==> src/rtl/uproc_pkg.sv <==
// rtl/uproc_pkg.sv - shared types and default sizes for the operand path
//
// Purpose: holds the operand register state encoding and the default
// operand width / source count used by operand_source_select and its mux.
// Ports: none (package).

package uproc_pkg;

   // Operand register occupancy: EMPTY has nothing for the ALU, FULL holds
   // one unconsumed operand.
   typedef enum logic {
      EMPTY = 1'b0,
      FULL  = 1'b1
   } sel_state_t;

   localparam int DEF_DATA_WIDTH  = 8;
   localparam int DEF_NUM_SOURCES = 8;

endpackage

==> src/rtl/source_mux_n.sv <==
// rtl/source_mux_n.sv - combinational N-to-1 operand source select
//
// Purpose: picks one DataWidth slice out of a flattened source bus.
// Indices with no matching source return all-zeros and drop in_range_o.
// Ports:
//   in_data_i  : NumSources*DataWidth flattened sources, source k at [k*DataWidth +: DataWidth]
//   sel_i      : source index
//   data_o     : selected source, or zero when sel_i is out of range
//   in_range_o : high when sel_i names an existing source

module source_mux_n
   import uproc_pkg::*;
#(
   parameter  int DataWidth  = DEF_DATA_WIDTH,
   parameter  int NumSources = DEF_NUM_SOURCES,
   localparam int SelWidth   = $clog2(NumSources)
) (
   input  logic [NumSources*DataWidth-1:0] in_data_i,
   input  logic [SelWidth-1:0]             sel_i,
   output logic [DataWidth-1:0]            data_o,
   output logic                            in_range_o
);

   // Compare against every legal index rather than slicing with sel_i
   // directly, so an index past the last source naturally falls through to
   // the zero default instead of reading beyond the bus.
   always_comb begin
      data_o     = '0;
      in_range_o = 1'b0;
      for (int k = 0; k < NumSources; k++) begin
         if (sel_i == SelWidth'(k)) begin
            data_o     = in_data_i[k*DataWidth +: DataWidth];
            in_range_o = 1'b1;
         end
      end
   end

endmodule

==> src/rtl/operand_source_select.sv <==
// rtl/operand_source_select.sv - registered operand source select with valid/ready handshake
//
// Purpose: on each accepted request, registers the operand chosen by
// SelDataSource and presents it to the ALU until it is drained. Flags
// out-of-range selects (sticky) and counts accepted requests.
// Ports:
//   clk, rst_n     : clock (rising edge), asynchronous active-low reset
//   in_data        : flattened sources, source k at [k*DataWidth +: DataWidth]
//   SelDataSource  : source index for the current request
//   in_valid       : request present
//   in_ready       : request can be accepted this cycle (combinational)
//   out_data       : registered selected operand
//   out_valid      : out_data holds an unconsumed operand
//   out_ready      : consumer takes out_data this cycle
//   hold           : freeze - no accept, no drain
//   sel_err        : sticky out-of-range select flag
//   err_clr        : synchronous clear of sel_err
//   accept_cnt     : wrapping count of accepted requests

module operand_source_select
   import uproc_pkg::*;
#(
   parameter  int DataWidth  = DEF_DATA_WIDTH,
   parameter  int NumSources = DEF_NUM_SOURCES,
   localparam int SelWidth   = $clog2(NumSources)
) (
   input  logic                            clk,
   input  logic                            rst_n,
   input  logic [NumSources*DataWidth-1:0] in_data,
   input  logic [SelWidth-1:0]             SelDataSource,
   input  logic                            in_valid,
   output logic                            in_ready,
   output logic [DataWidth-1:0]            out_data,
   output logic                            out_valid,
   input  logic                            out_ready,
   input  logic                            hold,
   output logic                            sel_err,
   input  logic                            err_clr,
   output logic [7:0]                      accept_cnt
);

   sel_state_t           state_q, state_d;
   logic [DataWidth-1:0] data_q, data_d;
   logic                 err_q, err_d;
   logic [7:0]           cnt_q, cnt_d;

   logic [DataWidth-1:0] mux_data;
   logic                 mux_in_range;
   logic                 accept;
   logic                 drain;

   source_mux_n #(
      .DataWidth  (DataWidth),
      .NumSources (NumSources)
   ) u_mux (
      .in_data_i  (in_data),
      .sel_i      (SelDataSource),
      .data_o     (mux_data),
      .in_range_o (mux_in_range)
   );

   assign out_valid  = (state_q == FULL);
   assign out_data   = data_q;
   assign sel_err    = err_q;
   assign accept_cnt = cnt_q;

   // A full register can still take a new request in the same cycle it is
   // drained, giving one operand per cycle.
   assign in_ready = !hold && (!out_valid || out_ready);
   assign accept   = in_valid && in_ready;
   assign drain    = out_valid && out_ready && !hold;

   always_comb begin
      state_d = state_q;
      data_d  = data_q;
      cnt_d   = cnt_q;
      if (accept) begin
         state_d = FULL;
         data_d  = mux_data;
         cnt_d   = cnt_q + 8'd1;
      end else if (drain) begin
         state_d = EMPTY;
      end
   end

   // A new error outranks a clear arriving in the same cycle. The clear is
   // not gated by hold.
   always_comb begin
      err_d = err_q;
      if (accept && !mux_in_range) begin
         err_d = 1'b1;
      end else if (err_clr) begin
         err_d = 1'b0;
      end
   end

   always_ff @(posedge clk or negedge rst_n) begin
      if (!rst_n) begin
         state_q <= EMPTY;
         data_q  <= '0;
         err_q   <= 1'b0;
         cnt_q   <= 8'd0;
      end else begin
         state_q <= state_d;
         data_q  <= data_d;
         err_q   <= err_d;
         cnt_q   <= cnt_d;
      end
   end

endmodule

==> config.mk <==
export PLATFORM = sky130hd
export DESIGN_NAME = operand_source_select
export DESIGN_NICKNAME = d
export VERILOG_FILES = /design/src/rtl/uproc_pkg.sv /design/src/rtl/source_mux_n.sv /design/src/rtl/operand_source_select.sv
export SDC_FILE = /design/constraint.sdc
export NUM_CORES = 1
export LEC_CHECK = 0
export ABC_CLOCK_PERIOD_IN_PS = 1600
export CORE_AREA = 8 8 71 73
export DETAILED_ROUTE_END_ITERATION = 12
export DIE_AREA = 0 0 79 81
export GPL_ROUTABILITY_DRIVEN = 0
export HOLD_SLACK_MARGIN = 0.08
export PLACE_DENSITY = 0.8
export RECOVER_POWER = 50
export SKIP_CTS_REPAIR_TIMING = 1
export SLEW_MARGIN = 20
export SYNTH_ARGS = -nofsm -noshare
export SYNTH_HDL_FRONTEND = slang
export SYNTH_SLANG_ARGS = --single-unit
==> constraint.sdc <==
create_clock -name clk -period 1.6 [get_ports clk]
set_input_delay 0.16 -clock clk [delete_from_list [all_inputs] [get_ports clk]]
set_output_delay 0.16 -clock clk [all_outputs]
set_load 0.005 [all_outputs]
Yosys cells after proc, flatten, opt, wreduce, memory -nomap -nowiden
Cells that the tools add are included.
W data, S select, Z words.
Cells by class
  equality and inequality tests: 7
  reduce and logical (&&, ||, !) cells: 12
  muxes and demuxes: 20
  $add $sub $neg: 1
Operators by type and width (number)
  $mux W8: 8
  $eq A3 B3 Y1 const B: 4
  $mux W1: 12
  $add A8 B1 Y8 const B: 1
  $eq A3 B2 Y1 const B: 2
  $logic_and A1 B1 Y1: 5
  $reduce_bool A2 Y1: 2
  $eq A3 B1 Y1 const B: 1
  $logic_not A1 Y1: 3
  $logic_not A3 Y1: 1
  $logic_or A1 B1 Y1: 1
Storage, ports and cells
  output and inout bits: 19
  register bits after elaboration: 18
  word-level logic and storage cells: 44
  input port bits: 73

Logic depth before layout (Yosys ltp)
Gate-level depths: netlist (run 1).
  word-level depth: 12
  gate-level depth with buffers: 6
  mapped depth without buffers: 4

Modules after synthesis
Synthesis (run 1) repeated with hierarchy kept, for this count alone.
Unflattened totals
  cell total of the unflattened synthesis: 147
  area, all modules: 1490.2 um^2
Modules (own cells, without submodules)
  operand_source_select: seq. area each 450.4 um^2, instances 1, cells an instance 57, area each 848.3 um^2
  source_mux_n: seq. area each 0.0 um^2, instances 1, cells an instance 90, area each 641.9 um^2

Least setup slack after synthesis (run 1)
Ideal clock, no wire load.
  kind: register to register
  from: register cnt_q[0] (netlist: accept_cnt[0])
  to: register cnt_q[4] (netlist: accept_cnt[4])
  period minus slack after synthesis: 1.232 ns
  stages on the path, launching flop included: 5
  setup time: 0.124 ns
  arrival: 1.107 ns
  required time: 1.476 ns
  path slack: 0.368 ns
  buffers on the path: 0
  path through: dfrtp_1 -> ha_1 -> inv_1 -> or3_1 -> xnor2_1
Between the ends
  longest elaborated chain between the ends: 1
RTL lines
  start: declaration: RTL line operand_source_select.sv:45  | logic [7:0] cnt_q, cnt_d;
  start signal: assignment: RTL line operand_source_select.sv:107  | cnt_q <= cnt_d;
  $add A8 B1 Y8: RTL line operand_source_select.sv:80  | cnt_d = cnt_q + 8'd1;
No other way between the ends.
A chain may end at the register's enable or synchronous reset.

Worst setup path in the final report (run 1)
  from: register state_q (netlist: out_valid)
  to: output port in_ready
Between the ends
  longest elaborated chain between the ends: 3
RTL lines
  start: declaration: RTL line operand_source_select.sv:42  | sel_state_t state_q, state_d;
  start signal: assignment: RTL line operand_source_select.sv:104  | state_q <= state_d;
  $logic_not A1 Y1: RTL line operand_source_select.sv:69  | assign in_ready = !hold && (!out_valid || out_ready);
  $logic_or A1 B1 Y1: RTL line operand_source_select.sv:69
  $logic_and A1 B1 Y1: RTL line operand_source_select.sv:69
  end: declaration: RTL line operand_source_select.sv:32  | output logic in_ready,
No other way between the ends.

==> load_flow_metrics.sql, run 1 <==
INSERT INTO impl_metrics (metric_group, metric, value, unit) VALUES
('timing', 'finalCritPeriodShare', '94.5', '%'),
('yosys', 'post_synthesis_mean_instance_area', '9.22', 'um^2'),
('critical_path', 'critPathRequiredTime', '1.44', 'ns'),
('global_routing', 'grt_pass1_wl', '7.36', 'mm'),
('pwr', 'vdd.ir_drop.worst', '0.384', 'mV'),
('floorplan', 'coreArea', '3910', 'um^2'),
('drt', 'drt_drc_violations_left', '0', ''),
('yosys', 'ys_types', '36', ''),
('critical_path', 'startpoint_class_of_the_critical_path', 'flip-flop', ''),
('global_routing', 'number_of_antenna_violations_at_the_first_check_in_global_routing', '0', ''),
('drt', 'totalWireLength', '4.38', 'mm'),
('place', 'number_of_port_buffers', '91', ''),
('cts', 'numClockSinks', '18', ''),
('global_routing', 'groute.usage.overall', '14.3', '%'),
('final_layout', 'share_of_post_route_cells_with_drive_strength_above_1', '11.7', '%'),
('floorplan', 'vert_die_dim', '81', 'um'),
('job', 'max_cap_viol_count', '0', ''),
('timing', 'finalClockSkew', '0.00145', 'ns'),
('timing', 'final-max-slew-violation-count', '0', ''),
('critical_path', 'worst-path-buf-inv', '2', ''),
('critical_path', 'crit_family', 'buffers and inverters', ''),
('global_routing', 'grt_remaining_overflow', '0', ''),
('yosys', 'yosysSeqAreaShare', '32.6', '%'),
('worst_hold_path', 'holdCritPathClass', 'input port to flip-flop', ''),
('final_layout', 'fill_cells', '361', ''),
('cts', 'cts_tree', 'done', ''),
('drt', 'iteration_0_drc_markers', '45', ''),
('cts', 'tritoncts.num_buffers', '3', ''),
('pwr', 'power_leakage', '0.000987', 'uW'),
('cts', 'clock_transition_time_at_the_flip_flop_clock_pins_of_the_worst_setup_and_hold_paths', '0.06', 'ns'),
('yosys', 'yosys_warnings', '0', ''),
('final_layout', 'area.growth.synth_to_final', '76.0', '%'),
('pwr', 'power_density', '736', 'nW/um^2'),
('timing', 'hold_viol_final', '0', ''),
('yosys', 'synthCells', '150', ''),
('cts', 'cts.path.max_buffers', '2', ''),
('drt', 'num_vias', '1433', ''),
('global_routing', 'grt_pass1_vias', '1618', ''),
('place', 'place_hpwl', '3.85', 'mm'),
('floorplan', 'fp.dieArea', '6400', 'um^2'),
('timing', 'report.final.setup_viol', '0', ''),
('place', 'dpl-instance-area', '2400', 'um^2'),
('final_layout', 'final_core_utilization', '62.2', '%'),
('yosys', 'synth.cell_area', '1380', 'um^2'),
('yosys', 'syn_nets', '224', ''),
('run_status', 'status', 'finished clean', ''),
('global_routing', 'maximum_number_of_pins_on_one_net_before_global_route_repair', '19', ''),
('cts', 'clk-insertion-delay-late', '0.25', 'ns'),
('yosys', 'synth_seq_cells', '18', ''),
('critical_path', 'data_arrival_time_of_the_worst_path', '1.35', 'ns'),
('timing', 'fmax', '0.661', 'GHz'),
('floorplan', 'rows', '23', ''),
('timing', 'slew_headroom', '35.2', '%'),
('timing', 'worstMarginPinSlew', '0.972', 'ns'),
('drt', 'drt-pass1-iter-count', '4', ''),
('timing', 'post-route-min-period', '1.51', 'ns'),
('drt', 'final_antenna_net_count', '0', ''),
('timing', 'fin_setup_tns', '0', 'ns'),
('critical_path', 'path_cells', 'inv_2 -> o21a_1 -> clkdlybuf4s50_1', ''),
('floorplan', 'effective_utilization_at_floorplan', '35.3', '%'),
('final_layout', 'final_antenna_diode_count', '0', ''),
('critical_path', 'path_class', 'flip-flop to primary output', ''),
('critical_path', 'critPathSlowestCell', 'sky130_fd_sc_hd__clkdlybuf4s50_1', ''),
('floorplan', 'io-pin-count', '92', ''),
('critical_path', 'crit_path_max_incr_delay', '0.50', 'ns'),
('final_layout', 'design_area', '2430', 'um^2'),
('cts', 'cts.root.buffer_cell', 'sky130_fd_sc_hd__clkbuf_8', ''),
('drt', 'route.detailed.vias_per_inst', '4.81', ''),
('pwr', 'p_total', '1790', 'uW'),
('floorplan', 'die-width', '79', 'um'),
('drt', 'route.detailed.wl_per_inst', '14.7', 'um'),
('cts', 'clock_tree.htree_level_count', '1', ''),
('critical_path', 'worst_setup_path_end_kind', 'primary output', ''),
('timing', 'rsz_0062_raised_after_global_routing', 'no', ''),
('critical_path', 'path_max_fanout', '4', ''),
('final_layout', 'nNetsFinal', '324', '');
[cells by family (layout without fill, tap and decap cells)]
| logic type | count (synthesis) | after routing | synth area share, % |
|---|---|---|---|
| buffers and inverters | 13 | 111 | 6.15 |
| muxes | 19 | 19 | 16.6 |
| and+or+nand+nor | 54 | 54 | 19.5 |
| xor gates and xnor gates | 7 | 7 | 4.43 |
| adders and majority gates | 1 | 1 | 0.905 |
| AOI/OAI and AO/OA | 38 | 38 | 19.9 |
| DFF | 18 | 18 | 32.6 |
[cell usage after synthesis, drive strengths merged]
cell type	instances	area share (%)
nor2	23	6.2
dfrtp	18	33
mux2i	15	11
o21ai	13	4.7
buf	10	5.3
nand2	10	2.7
nor3	6	2.2
o21a	6	3.3
a211oi	5	4.5
nor3b	5	2.7
o22ai	5	2.3
xor2	4	2.5
mux4	3	4.9
xnor2	3	1.9
a21oi	2	0.72
a31oi	2	0.90
inv	2	0.54
nor2b	2	0.90
nor4	2	1.8
o2bb2ai	2	1.3
and2	1	0.45
clkinv	1	0.27
ha	1	0.90
mux2	1	0.81
nand2b	1	0.45
nand3	1	0.36
o211a	1	0.72
o211ai	1	0.90
o22a	1	0.63
or2	1	0.63
or2b	1	0.54
or3	1	0.45
[power breakdown]
group	internal (uW)	switching, uW	leakage [uW]
registers	571	105	0.000219
logic	521	281	0.000747
clock network	167	146	0.0000216
total	1260	532	0.000987
[area by class of cell]
class | instances | area [um^2] | area share, %
Sequential cell | 18 | 450 | 18.5
Multi-Input combinational cell | 119 | 847 | 34.8
Clock buffer | 3 | 41.3 | 1.70
Timing Repair Buffer | 105 | 1020 | 42.0
Inverter | 3 | 11.3 | 0.463
Tap cell | 50 | 62.6 | 2.57
[worst reg2reg max path, cell delays in order (launching register included)]
cell and delay (ns):
sky130_fd_sc_hd__dfrtp_1 0.35, sky130_fd_sc_hd__inv_2 0.06, sky130_fd_sc_hd__o211ai_2 0.33, sky130_fd_sc_hd__clkbuf_1 0.26
sky130_fd_sc_hd__nor2_1 0.09, sky130_fd_sc_hd__xor2_1 0.15
[metal layers]
layer | global-route usage (%) | wire, um
met3 | 5.74 | 471
met5 | 0 | 0
met1 | 16.3 | 1930
met2 | 23.9 | 1920
met4 | 4.44 | 53
[cell usage in the layout (no fill, tap or decap), drive strengths merged, types with 2 or more instances in the layout]
master	synthesis	layout
dlygate4sd3	0	4
a211oi	5	5
o2bb2ai	2	2
nor4	2	2
nor3b	5	5
a21oi	2	2
nor2	23	23
nor3	6	6
mux4	3	3
dfrtp	18	18
a31oi	2	2
clkbuf	0	5
nand2	10	10
o21ai	13	13
o22ai	5	5
xnor2	3	3
nor2b	2	2
mux2i	15	15
clkdlybuf4s50	0	87
inv	2	2
buf	10	12
xor2	4	4
o21a	6	6
[per-stage QoR]
step / cells / setup WS [ns] / hold slack [ns]
floorplan: 150 / 0.368 / -0.136
global placement: 295 / -0.0619 / 0.455
detailed placement: 295 / -0.0991 / 0.460
CTS: 298 / 0.0790 / 0.262
global route: 298 / 0.00508 / 0.448
finish: 298 / 0.0882 / 0.444
[sequential cells by signal, summed over array words and instances, names as in the netlist]
signal,count
accept_cnt,8
out_data,8
out_valid,1
sel_err,1
[worst paths after layout]
kind	startpoint	endpoint	slack [ns]	cells after the start
worst max-delay path	out_valid$_DFFE_PN0P_	in_ready	0.09	3
worst min-delay path	err_clr	sel_err$_DFFE_PN0P_	0.44	2
worst max register to register	out_valid$_DFFE_PN0P_	accept_cnt[3]$_DFFE_PN0P_	0.24	5
worst min register to register	accept_cnt[7]$_DFFE_PN0P_	accept_cnt[7]$_DFFE_PN0P_	0.46	1
max in group asynchronous	rst_n	accept_cnt[2]$_DFFE_PN0P_	0.42	2
min in group asynchronous	rst_n	accept_cnt[7]$_DFFE_PN0P_	0.59	2
(Power assumes the default switching activity.)
==> run 2, diff against run 1 <==
Settings changed: ABC_AREA from default to 1, PLACE_DENSITY 0.8 to 0.79.
==> load_flow_metrics.sql, run 2 <==
INSERT INTO impl_metrics (metric_group, metric, value, unit) VALUES
('global_routing', 'grt_pass1_vias', '1706', ''),
('drt', 'totalWireLength', '4.73', 'mm'),
('timing', 'fmax', '0.692', 'GHz'),
('global_routing', 'maximum_number_of_pins_on_one_net_before_global_route_repair', '21', ''),
('critical_path', 'worst_setup_ep', 'accept_cnt[1]$_DFFE_PN0P_', ''),
('yosys', 'synth_seq_cells', '18', ''),
('yosys', 'synthDominantCellAreaShare', '33.0', '%'),
('floorplan', 'effective_utilization_at_floorplan', '34.9', '%'),
('floorplan', 'fp.dieArea', '6400', 'um^2'),
('drt', 'route.detailed.vias_per_inst', '4.66', ''),
('yosys', 'synthCells', '207', ''),
('drt', 'final_antenna_net_count', '0', ''),
('critical_path', 'data_arrival_time_of_the_worst_path', '1.58', 'ns'),
('critical_path', 'r2r.worst_path.cells', '7', ''),
('critical_path', 'critPathRequiredTime', '1.74', 'ns'),
('pwr', 'power_leakage', '0.00120', 'uW'),
('critical_path', 'crit_start', 'out_valid$_DFFE_PN0P_', ''),
('timing', 'slew_headroom', '38.3', '%'),
('global_routing', 'grt_remaining_overflow', '0', ''),
('timing', 'report.final.setup_viol', '0', ''),
('global_routing', 'grt_pass1_wl', '7.69', 'mm'),
('final_layout', 'layout_commonest_cell', 'sky130_fd_sc_hd__clkdlybuf4s50_1', ''),
('timing', 'final-max-slew-violation-count', '0', ''),
('place', 'place_hpwl', '4.06', 'mm'),
('floorplan', 'rows', '23', ''),
('timing', 'hold_viol_final', '0', ''),
('final_layout', 'area.growth.synth_to_final', '83.8', '%'),
('drt', 'iteration_0_drc_markers', '40', ''),
('run_status', 'status', 'finished clean', ''),
('floorplan', 'io-pin-count', '92', ''),
('cts', 'clock_tree.htree_level_count', '1', ''),
('yosys', 'ys_types', '21', ''),
('cts', 'cts.root.buffer_cell', 'sky130_fd_sc_hd__clkbuf_8', ''),
('critical_path', 'path_class', 'flip-flop to flip-flop', ''),
('place', 'number_of_port_buffers', '91', ''),
('timing', 'finalCritPeriodShare', '90.4', '%'),
('yosys', 'synth.cell_area', '1370', 'um^2'),
('job', 'max_cap_viol_count', '0', ''),
('yosys', 'synthTopCellsByArea', 'sky130_fd_sc_hd__dfrtp_1 (33%), sky130_fd_sc_hd__nand2_1 (14%), sky130_fd_sc_hd__nand4_1 (8.7%)', ''),
('critical_path', 'critPathSlowestCell', 'sky130_fd_sc_hd__mux2_2', ''),
('drt', 'num_vias', '1690', ''),
('cts', 'cts_tree', 'done', ''),
('critical_path', 'worst_setup_path_end_kind', 'flip-flop', ''),
('floorplan', 'die-width', '79', 'um'),
('yosys', 'synth_top_cell_by_area', 'sky130_fd_sc_hd__dfrtp_1', ''),
('floorplan', 'coreArea', '3910', 'um^2'),
('global_routing', 'number_of_antenna_violations_at_the_first_check_in_global_routing', '0', ''),
('cts', 'tritoncts.num_buffers', '3', ''),
('cts', 'numClockSinks', '18', ''),
('yosys', 'yosys_warnings', '0', ''),
('final_layout', 'nNetsFinal', '388', ''),
('drt', 'drt-pass1-iter-count', '4', ''),
('pwr', 'vdd.ir_drop.worst', '0.660', 'mV'),
('yosys', 'synth_enable_flop_cells', '0', ''),
('drt', 'drt_drc_violations_left', '0', ''),
('timing', 'fin_setup_tns', '0', 'ns'),
('cts', 'clk-insertion-delay-late', '0.25', 'ns'),
('floorplan', 'vert_die_dim', '81', 'um'),
('cts', 'cts.path.max_buffers', '2', ''),
('critical_path', 'r2r_start', 'out_valid$_DFFE_PN0P_', ''),
('critical_path', 'crit-reg2reg-capture', 'accept_cnt[1]$_DFFE_PN0P_', ''),
('yosys', 'yosysSeqAreaShare', '33.0', '%'),
('final_layout', 'mostFrequentLayoutCells', 'sky130_fd_sc_hd__clkdlybuf4s50_1 (82), sky130_fd_sc_hd__nand2_1 (51), sky130_fd_sc_hd__nor2_1 (30)', ''),
('critical_path', 'setup.reg_to_reg.worst_slack', '0.15', 'ns'),
('final_layout', 'share_of_post_route_cells_with_drive_strength_above_1', '9.58', '%'),
('worst_hold_path', 'holdCritPathClass', 'input port to flip-flop', ''),
('yosys', 'yosysMostFrequentCell', 'sky130_fd_sc_hd__nand2_1', ''),
('drt', 'route.detailed.wl_per_inst', '13.0', 'um'),
('yosys', 'postSynth.asyncResetShare', '100', '%'),
('yosys', 'yosys-top-cells-count', 'sky130_fd_sc_hd__nand2_1 (51), sky130_fd_sc_hd__nor2_1 (30), sky130_fd_sc_hd__inv_1 (29), sky130_fd_sc_hd__nand4_1 (19)', ''),
('timing', 'finalClockSkew', '0.00210', 'ns'),
('yosys', 'most_used_flip_flop_cell_after_synthesis', 'sky130_fd_sc_hd__dfrtp_1', ''),
('timing', 'rsz_0062_raised_after_global_routing', 'no', ''),
('final_layout', 'final_antenna_diode_count', '0', ''),
('critical_path', 'startpoint_class_of_the_critical_path', 'flip-flop', ''),
('cts', 'clock_transition_time_at_the_flip_flop_clock_pins_of_the_worst_setup_and_hold_paths', '0.07', 'ns'),
('timing', 'post-route-min-period', '1.45', 'ns'),
('critical_path', 'crit_path_max_incr_delay', '0.35', 'ns'),
('timing', 'worstMarginPinSlew', '0.926', 'ns'),
('pwr', 'power_density', '711', 'nW/um^2'),
('yosys', 'syn_nets', '281', ''),
('critical_path', 'path_cells', 'inv_1 -> nor2_1 -> nor2_1 -> buf_4 -> nand2_1 -> buf_4 -> mux2_2', ''),
('global_routing', 'groute.usage.overall', '14.8', '%'),
('final_layout', 'final_core_utilization', '64.2', '%'),
('yosys', 'post_synthesis_mean_instance_area', '6.60', 'um^2'),
('critical_path', 'path_max_fanout', '20', '');
==> run 2: cell families (layout without fill, tap and decap cells) <==
| group | count (synthesis) | after routing | synth area share, % |
|---|---|---|---|
| AND/OR/NAND/NOR | 125 | 125 | 43.0 |
| flip-flops | 18 | 18 | 33.0 |
| buffers and inverters | 39 | 145 | 12.2 |
| adder cells (fa/ha/maj) | 1 | 1 | 0.916 |
| multiplexers | 1 | 1 | 0.824 |
| XOR/XNOR | 6 | 6 | 3.85 |
| AO/OA/AOI/OAI | 17 | 17 | 6.23 |
==> run 2: layer usage <==
layer	routed length [um]	vias to the layer above	GRT usage (%)	share of wire, %
met3	360	4	4.86	7.6
li1	-	883	-	-
met1	1850	748	16.8	39
met5	0	-	0	0
met4	75	0	3.15	1.6
met2	2440	55	26.5	52
==> run 2: cell type report <==
cell class	instances	area (um^2)
fill	380	1400
timing repair buffer	110	1080
multi-input combinational	150	749
clock buffer	4	55.1
inverter	31	116
tap	50	62.6
sequential	18	450
==> run 2: worst min-delay path by stage <==
| stage | endpoint | start | slack, ns | depth (start not counted) |
|---|---|---|---|---|
| final | sel_err$_DFFE_PN0P_ | err_clr | 0.44 | 2 |
| after global routing | sel_err$_DFFE_PN0P_ | err_clr | 0.44 | 2 |
| after CTS | accept_cnt[7]$_DFFE_PN0P_ | rst_n | 0.24 | 2 |
| after detailed placement | out_data[4]$_DFFE_PN0P_ | out_data[4]$_DFFE_PN0P_ | 0.47 | 2 |
| after global placement | out_data[6]$_DFFE_PN0P_ | out_data[6]$_DFFE_PN0P_ | 0.47 | 2 |
| after floorplan | accept_cnt[0]$_DFFE_PN0P_ | rst_n | -0.14 | 0 |
==> run 2: where the power goes <==
part           internal [uW]  switching, uW
clock network            218            143
logic                    487            273
registers                568           97.2
total                   1270            512
==> run 2: through the flow <==
stage / std cells / power (uW) / cell area, um^2 / setup WS [ns] / hold WS, ns
CTS: 362 / 1830 / 2500 / -0.0864 / 0.238
global route: 363 / 1930 / 2510 / 0.00874 / 0.439
floorplan: 207 / 935 / 1370 / 0.245 / -0.136
global placement: 358 / 1440 / 2450 / 0.00296 / 0.465
finish: 363 / 1790 / 2510 / 0.154 / 0.440
detailed placement: 358 / 1460 / 2450 / -0.0638 / 0.469
==> run 2: critical path, delay by kind of cell (launching register included) <==
family	cells	cell delay (ns)
multiplexers	1	0.35
flip-flops	1	0.34
AND/OR/NAND/NOR	3	0.23
buffers and inverters	3	0.40
==> run 3, diff against run 2 <==
Settings changed: PLACE_DENSITY 0.79 to 0.89.
==> load_flow_metrics.sql, run 3 (synthesized netlist as in run 2, its figures left out) <==
INSERT INTO impl_metrics (metric_group, metric, value, unit) VALUES
('drt', 'num_vias', '1728', ''),
('timing', 'rsz_0062_raised_after_global_routing', 'no', ''),
('critical_path', 'critPathRequiredTime', '1.74', 'ns'),
('place', 'number_of_port_buffers', '91', ''),
('place', 'place.detailed.instances', '353', ''),
('pwr', 'power_density', '712', 'nW/um^2'),
('critical_path', 'path_class', 'flip-flop to flip-flop', ''),
('critical_path', 'r2r_start', 'out_valid$_DFFE_PN0P_', ''),
('critical_path', 'path_max_fanout', '3', ''),
('timing', 'fin_setup_tns', '0', 'ns'),
('timing', 'finalClockSkew', '0.00187', 'ns'),
('final_layout', 'share_of_post_route_cells_with_drive_strength_above_1', '7.84', '%'),
('critical_path', 'r2r.worst_path.cells', '7', ''),
('timing', 'hold-worst-slack', '0.431', 'ns'),
('timing', 'worstMarginPinSlew', '0.943', 'ns'),
('drt', 'final_antenna_net_count', '0', ''),
('final_layout', 'final-seq-area', '450', 'um^2'),
('timing', 'slew_headroom', '37.1', '%'),
('drt', 'route.detailed.wl_per_inst', '14.1', 'um'),
('floorplan', 'fp.dieArea', '6400', 'um^2'),
('cts', 'cts_tree', 'done', ''),
('cts', 'clock_transition_time_at_the_flip_flop_clock_pins_of_the_worst_setup_and_hold_paths', '0.06', 'ns'),
('global_routing', 'grt_pass1_vias', '1757', ''),
('cts', 'cts.path.max_buffers', '2', ''),
('floorplan', 'io-pin-count', '92', ''),
('drt', 'drt_drc_violations_left', '0', ''),
('drt', 'route.detailed.vias_per_inst', '4.85', ''),
('final_layout', 'mostFrequentLayoutCells', 'sky130_fd_sc_hd__clkdlybuf4s50_1 (84), sky130_fd_sc_hd__nand2_1 (51), sky130_fd_sc_hd__inv_1 (29), sky130_fd_sc_hd__nor2_1 (29), sky130_fd_sc_hd__nand4_1 (19)', ''),
('timing', 'fmax', '0.697', 'GHz'),
('run_status', 'status', 'finished clean', ''),
('global_routing', 'grt_remaining_overflow', '0', ''),
('final_layout', 'final_antenna_diode_count', '0', ''),
('timing', 'finalCritPeriodShare', '89.6', '%'),
('worst_hold_path', 'holdCritPathClass', 'input port to flip-flop', ''),
('critical_path', 'crit_start', 'out_valid$_DFFE_PN0P_', ''),
('timing', 'post-route-min-period', '1.43', 'ns'),
('critical_path', 'startpoint_class_of_the_critical_path', 'flip-flop', ''),
('critical_path', 'setup.reg_to_reg.worst_slack', '0.17', 'ns'),
('final_layout', 'fill_cells', '355', ''),
('global_routing', 'number_of_antenna_violations_at_the_first_check_in_global_routing', '0', ''),
('cts', 'clock_tree.htree_level_count', '1', ''),
('drt', 'drt-pass1-iter-count', '5', ''),
('floorplan', 'vert_die_dim', '81', 'um'),
('timing', 'report.final.setup_viol', '0', ''),
('cts', 'numClockSinks', '18', ''),
('drt', 'iteration_0_drc_markers', '80', ''),
('global_routing', 'maximum_number_of_pins_on_one_net_before_global_route_repair', '21', ''),
('job', 'max_cap_viol_count', '0', ''),
('timing', 'hold_viol_final', '0', ''),
('global_routing', 'grt_pass1_wl', '8.06', 'mm'),
('critical_path', 'data_arrival_time_of_the_worst_path', '1.57', 'ns'),
('floorplan', 'die-width', '79', 'um'),
('final_layout', 'area.growth.synth_to_final', '79.7', '%'),
('pwr', 'power_leakage', '0.00117', 'uW'),
('pwr', 'vdd.ir_drop.worst', '0.376', 'mV'),
('place', 'place_hpwl', '4.21', 'mm'),
('floorplan', 'coreArea', '3910', 'um^2'),
('drt', 'totalWireLength', '5.02', 'mm'),
('global_routing', 'groute.usage.overall', '15.4', '%'),
('final_layout', 'nNetsFinal', '382', ''),
('timing', 'final-max-slew-violation-count', '0', ''),
('final_layout', 'stdcell_count', '356', ''),
('final_layout', 'combined_area_of_the_multi_input_logic_cells', '752', 'um^2'),
('critical_path', 'worst_setup_path_end_kind', 'flip-flop', ''),
('floorplan', 'effective_utilization_at_floorplan', '34.9', '%'),
('worst_hold_path', 'hp-start', 'err_clr', ''),
('cts', 'clk-insertion-delay-late', '0.25', 'ns'),
('cts', 'tritoncts.num_buffers', '3', ''),
('worst_hold_path', 'worst_hold_path.num_cells', '2', ''),
('final_layout', 'layout_commonest_cell', 'sky130_fd_sc_hd__clkdlybuf4s50_1', ''),
('floorplan', 'rows', '23', ''),
('cts', 'cts.root.buffer_cell', 'sky130_fd_sc_hd__clkbuf_8', '');
run 3: changes by cell type in the layout (fill, tap and decap cells not counted), sizes merged:
cell           before  now
buf                18   12
clkdlybuf4s50      82   84
dlygate4sd3         8    6
clkbuf              5    4
run 3: worst max-delay path: stages, from the launching register on:
cell	delay (ns)
sky130_fd_sc_hd__dfrtp_1	0.37
sky130_fd_sc_hd__inv_1	0.06
sky130_fd_sc_hd__nor2_1	0.04
sky130_fd_sc_hd__nor2_1	0.16
sky130_fd_sc_hd__nand2_1	0.10
sky130_fd_sc_hd__nor3_1	0.30
sky130_fd_sc_hd__nand3b_1	0.14
sky130_fd_sc_hd__xnor2_1	0.14
run 3: path summary, 6_finish.rpt:
check	endpoint
min in group asynchronous	accept_cnt[7]$_DFFE_PN0P_
worst min-delay path	sel_err$_DFFE_PN0P_
worst min register to register	accept_cnt[7]$_DFFE_PN0P_
max in group asynchronous	out_data[0]$_DFFE_PN0P_
worst max register to register	accept_cnt[7]$_DFFE_PN0P_
worst max-delay path	accept_cnt[7]$_DFFE_PN0P_
run 3: metrics by stage:
step	setup WS (ns)	util, %	power, uW	cell area [um^2]
floorplan	0.245	-	935	1370
global placement	-0.00300	61.6	1440	2410
detailed placement	-0.0674	61.6	1460	2410
CTS	-0.103	62.7	1780	2450
global route	0.0404	62.7	1880	2450
finish	0.166	62.7	1750	2450
run 3: metal layers:
metal  wire [um]  global-route usage, %
met5           0                      0
met4          97                   5.19
met3         333                   3.75
met2        2680                   28.2
met1        1910                   17.0
run 3: area by class of cell:
class | instances | share of cell area, %
repair buffers | 104 | 42.0
multi-input cells | 150 | 30.6
flip-flops and latches | 18 | 18.3
inverters | 31 | 4.74
well taps | 50 | 2.55
clock buffers | 3 | 1.68
run 3: report_power, final:
group / total, uW / internal [uW] / switching (uW)
clock network: 309 / 167 / 142
registers: 669 / 568 / 101
logic: 771 / 483 / 287
total: 1750 / 1220 / 530
